`src/rtl/simple_bus_responder.sv`:
```
// Responder end of the simple command bus: runs WRITE/COPY/SWAP/CLEAR/ADD
// against a small word-addressed register file and answers with a done pulse.
module simple_bus_responder #(
  parameter int AW       = 4,
  parameter int WAIT_CYC = 1
) (
  input  logic          clk,
  input  logic          rst,
  input  logic          en,
  input  logic [3:0]    cmd,
  input  logic [15:0]   saddr,
  input  logic [15:0]   daddr,
  output logic          done,
  output logic          err,
  output logic          busy,
  output logic          ovf,
  input  logic [AW-1:0] dbg_addr,
  output logic [15:0]   dbg_data
);

  localparam int DEPTH = 2 ** AW;

  localparam logic [1:0] S_IDLE = 2'd0;
  localparam logic [1:0] S_RD   = 2'd1;
  localparam logic [1:0] S_WAIT = 2'd2;
  localparam logic [1:0] S_WR   = 2'd3;

  localparam logic [3:0] CMD_NOP   = 4'd0;
  localparam logic [3:0] CMD_WRITE = 4'd1;
  localparam logic [3:0] CMD_COPY  = 4'd2;
  localparam logic [3:0] CMD_SWAP  = 4'd3;
  localparam logic [3:0] CMD_CLEAR = 4'd4;
  localparam logic [3:0] CMD_ADD   = 4'd5;

  localparam logic [3:0] WAIT_LAST = (WAIT_CYC > 0) ? 4'(WAIT_CYC - 1) : 4'd0;

  logic [1:0]    state;
  logic [3:0]    wait_cnt;
  logic [3:0]    cmd_q;
  logic [15:0]   saddr_q;
  logic [15:0]   daddr_q;
  logic [15:0]   a_q;
  logic [15:0]   b_q;
  logic          fail_q;
  logic [15:0]   mem [DEPTH];

  logic [AW-1:0] s_idx;
  logic [AW-1:0] d_idx;
  logic          s_out_of_range;
  logic          d_out_of_range;
  logic          cmd_error;
  logic          wr_active;

  assign s_idx          = saddr_q[AW-1:0];
  assign d_idx          = daddr_q[AW-1:0];
  assign s_out_of_range = |(saddr_q >> AW);
  assign d_out_of_range = |(daddr_q >> AW);
  assign wr_active      = (state == S_WR) && !fail_q;
  assign dbg_data       = mem[dbg_addr];

  // saddr is data for WRITE, so it is only range-checked where it addresses memory.
  // NOTE: every variable assigned in always_comb gets a default first, so no path leaves it unassigned and infers a latch.
  always_comb begin
    cmd_error = 1'b0;
    case (cmd_q)
      CMD_NOP:   cmd_error = 1'b0;
      CMD_WRITE,
      CMD_CLEAR: cmd_error = d_out_of_range;
      CMD_COPY,
      CMD_SWAP,
      CMD_ADD:   cmd_error = d_out_of_range || s_out_of_range;
      default:   cmd_error = 1'b1;
    endcase
  end

  // NOTE: sequential state uses non-blocking assignments so every flop samples pre-edge values, whatever the statement order.
  always_ff @(posedge clk or posedge rst) begin
    if (rst) begin
      state    <= S_IDLE;
      wait_cnt <= '0;
      cmd_q    <= '0;
      saddr_q  <= '0;
      daddr_q  <= '0;
      a_q      <= '0;
      b_q      <= '0;
      fail_q   <= 1'b0;
      done     <= 1'b0;
      err      <= 1'b0;
      busy     <= 1'b0;
      ovf      <= 1'b0;
    end else begin
      done <= 1'b0;
      err  <= 1'b0;
      // The done cycle is back in IDLE, so a strobe there is an acceptance, not an overrun.
      if (en && (state != S_IDLE)) ovf <= 1'b1;
      case (state)
        S_IDLE: begin
          busy <= en;
          if (en) begin
            cmd_q   <= cmd;
            saddr_q <= saddr;
            daddr_q <= daddr;
            state   <= S_RD;
          end
        end
        S_RD: begin
          a_q      <= mem[s_idx];
          b_q      <= mem[d_idx];
          fail_q   <= cmd_error;
          wait_cnt <= '0;
          state    <= (WAIT_CYC == 0) ? S_WR : S_WAIT;
        end
        S_WAIT: begin
          wait_cnt <= wait_cnt + 4'd1;
          if (wait_cnt == WAIT_LAST) state <= S_WR;
        end
        S_WR: begin
          done  <= 1'b1;
          err   <= fail_q;
          state <= S_IDLE;
        end
        default: state <= S_IDLE;
      endcase
    end
  end

  // SWAP with saddr==daddr issues two writes of the same value to one word, leaving it unchanged.
  // NOTE: the register file is small and must read as zero after reset, so it sits on the async reset like any other flop.
  always_ff @(posedge clk or posedge rst) begin
    if (rst) begin
      for (int i = 0; i < DEPTH; i++) mem[i] <= '0;
    end else if (wr_active) begin
      case (cmd_q)
        CMD_WRITE: mem[d_idx] <= saddr_q;
        CMD_COPY:  mem[d_idx] <= a_q;
        CMD_SWAP: begin
          mem[d_idx] <= a_q;
          mem[s_idx] <= b_q;
        end
        CMD_CLEAR: mem[d_idx] <= '0;
        CMD_ADD:   mem[d_idx] <= a_q + b_q;
        default: ;
      endcase
    end
  end

endmodule
```
`config.mk`:
```
export PLATFORM = sky130hd
export DESIGN_NAME = simple_bus_responder
export DESIGN_NICKNAME = d
export VERILOG_FILES = /design/src/rtl/simple_bus_responder.sv
export SDC_FILE = /design/constraint.sdc
export NUM_CORES = 2
export LEC_CHECK = 0
export ABC_CLOCK_PERIOD_IN_PS = 13150
export CORE_MARGIN = 1.5
export CORE_UTILIZATION = 30
export DETAILED_ROUTE_END_ITERATION = 7
export MAX_ROUTING_LAYER = met4
export PLACE_DENSITY = 0.47
export SYNTH_ARGS = -nofsm -noshare
export SYNTH_HDL_FRONTEND = slang
export SYNTH_SLANG_ARGS = --single-unit
```
`constraint.sdc`:
```
create_clock -name clk -period 13.15 [get_ports clk]
set_input_delay 1.9725 -clock clk [delete_from_list [all_inputs] [get_ports clk]]
set_output_delay 1.9725 -clock clk [all_outputs]
set_load 0.005 [all_outputs]
```
==> flow_summary_export.csv <==
group,metric,value,unit
cts,ctsResizeCount,0,
floorplanning,start_util,30.42,%
route,ant_nets,0,
synthesis,synthMuxAreaShare,23.43,%
worst_setup_path,cpMaxStageDelayCell,"buf_4",
sta,min_period,6.761,ns
worst_setup_path,cp-end-kind,"primary output",
worst_setup_path,cp_slowest_stage_delay,0.69,ns
cts,cts_buffer_depth,3,
synthesis,synth_ff_type,"dfrtp_1",
synthesis,synth_xor_xnor_area_share,0.3628,%
sta,worst_slew_pin_slew,1.451,ns
cts,postCtsSetupRepairBufs,0,
global_route,grt_max_degree,105,
synthesis,synth_top_family_by_area,"compound AO/OA/AOI/OAI gates",
cts,ctsHoldBuffers,0,
placed_design,dp_hpwl,103400,um
finish,drive_gt1_share,22.42,%
synthesis,synthAdderAreaFrac,1.065,%
outcome,status,"completed",
route,firstDrtPassIters,7,
placed_design,io_buffers,62,
sta,tns,0,ns
synthesis,netlist_top_cells_area,"dfrtp_1 (32%), mux4_2 (20%), a22oi_1 (4.7%)",
route,wl_per_cell,39.93,um
synthesis,syn_inst,2741,
synthesis,synth_cell_types,86,
sta,hold_viol,0,
pwr,power.density,205.5,nW/um^2
worst_setup_path,rrSetupSlack,8.51,ns
cts,cts_max_level,2,
global_route,grt_pass1_wl,215400,um
sta,post-route-period-util,51.41,%
synthesis,syn_nets,2806,
synthesis,synth_area,26560,um^2
finish,nets,2735,
route,vias,27946,
global_route,grt_pass1_vias,27063,
synthesis,synth_edf_count,0,
floorplanning,coreArea,87290,um^2
synthesis,synth_top_area_share,31.57,%
route,first_iter_violations,4414,
sta,rsz0062_at_grt,"no",
floorplanning,die_x,300.5,um
synthesis,synth_seq_cells,335,
global_route,grt_overflow,0,
sta,fmax,0.1479,GHz
cts,cts.clk_slew.worst_paths,0.06,ns
synthesis,synth_compound_area_share,27.74,%
cts,cts_sinks,335,
route,wl_met1,58150,um
global_route,grt_usage,34.74,%
floorplanning,num_rows,108,
floorplanning,io_pins,63,
cts,cts_tree,"yes",
worst_setup_path,r2r-start,"daddr_q[1]",
pwr,leakagePower,0.01057,uW
synthesis,async_flop_share,100.0,%
pwr,ir_drop,0.1299,mV
worst_setup_path,critPathLaunch,"dbg_addr[0]",
finish,postLayoutCoreUtil,34.34,%
placed_design,post_dp_cell_area,28330,um^2
sta,slew_headroom,3.150,%
worst_setup_path,criticalPathCategory,"in -> out",
cts,clk_latency,0.62,ns
finish,final_cell_area,29980,um^2
synthesis,avgSynthCellArea,9.688,um^2
route,route.detailed.drc,0,
worst_setup_path,arrival,4.79,ns
sta,clock_skew,0.02644,ns
route,wl_met3,22360,um
worst_setup_path,rr_worst_depth,9,
route,routed.top_layer,"met4",
finish,final_common_cell,"dfrtp_1",
job,maxCapViolCount,0,
synthesis,synth-simple-area-share,10.30,%
worst_setup_path,critPathMaxFanout,40,
route,via_per_inst,7.231,
placed_design,dp_cells,3777,
worst_setup_path,required,11.18,ns
finish,most-common-layout-cells,"dfrtp_1 (327), nand2_1 (294), o21ai_0 (241)",
sta,setup_violations,0,
floorplanning,die_area,90310,um^2
finish,syn2layout_area_growth,12.88,%
route,wl_met2,62940,um
worst_setup_path,start_kind,"input pin",
cts,clock-root-buffer,"clkbuf_16",
min_path,hp-class,"reg -> reg",
global_route,antenna_found_initial,4,
cts,cts_buffers,46,
synthesis,synth.yosys.seq_area_share,31.57,%
placed_design,place_congestion,1.045,
synthesis,yosysTopAreaCell,"dfrtp_1",
floorplanning,dieHeight,300.5,um
pwr,total_power,6160,uW
worst_setup_path,crit_chain,"buf_4 -> buf_4 -> mux4_2 -> mux4_2 -> clkdlybuf4s50_1",
finish,stdcell_count,3865,
synthesis,yosys_warnings,0,
worst_setup_path,critPathCapture,"dbg_data[11]",
route,drt-total-wl,154300,um
sta,maxSlewViolCount,0,
## per-layer routing
metal | vias to the layer above | track usage (%)
met5 | - | -
met4 | 0 | 19.70
met3 | 612 | 13.33
met2 | 2600 | 47.18
met1 | 14014 | 43.73
li1 | 10720 | -
## cells by family after synthesis
| family | Yosys count |
|---|---|
| compound gates | 1118 |
| xor+xnor | 11 |
| fa+ha+maj | 22 |
| buf+inv | 327 |
| flops | 335 |
| mux | 312 |
| simple gates | 616 |
## worst max-delay path: cells and delay by family
family	cells	cell delay (ns)
multiplexers	2	1.14
buffers and inverters	3	1.60
## stage by stage
| stage | setup WS [ns] | hold WS (ns) |
|---|---|---|
| after floorplan | 1.896 | 0.4510 |
| after global placement | 6.430 | 0.4463 |
| after detailed placement | 6.355 | 0.4528 |
| after CTS | 6.355 | 0.4711 |
| after global routing | 6.263 | 0.4927 |
| final | 6.389 | 0.4652 |
## cell usage after synthesis (50+ instances only)
library cell	number
nand2_1	297
a22oi_1	166
mux4_2	240
nor2_1	147
buf_2	91
dfrtp_1	335
clkbuf_1	161
a221o_1	69
a31oi_1	51
mux2_2	67
o22ai_1	128
nand3_1	50
o21ai_0	242
a21oi_1	225
## cell type report
| cell class | count | area [um^2] |
|---|---|---|
| tap | 1155 | 1445 |
| timing repair buffer | 189 | 1564 |
| clock buffer | 60 | 1325 |
| clock inverter | 25 | 309.0 |
| multi-input combinational | 2079 | 16840 |
| inverter | 19 | 78.83 |
| fill | 8897 | 57320 |
| sequential | 335 | 8403 |
| antenna | 3 | 7.507 |
## where the power goes
part	internal (uW)	leakage [uW]	switching [uW]
registers	1220	0.00444	473
logic	985	0.00531	2090
clock network	845	0.000817	552
total	3040	0.0106	3120
## worst min path at each step
stage,start,to,cells after the start
global route,ovf,ovf,1
global placement,ovf,ovf,1
floorplan,ovf,ovf,1
CTS,ovf,ovf,1
detailed placement,ovf,ovf,1
finish,ovf,ovf,1
Note: power is estimated with default switching activity, not from simulation.
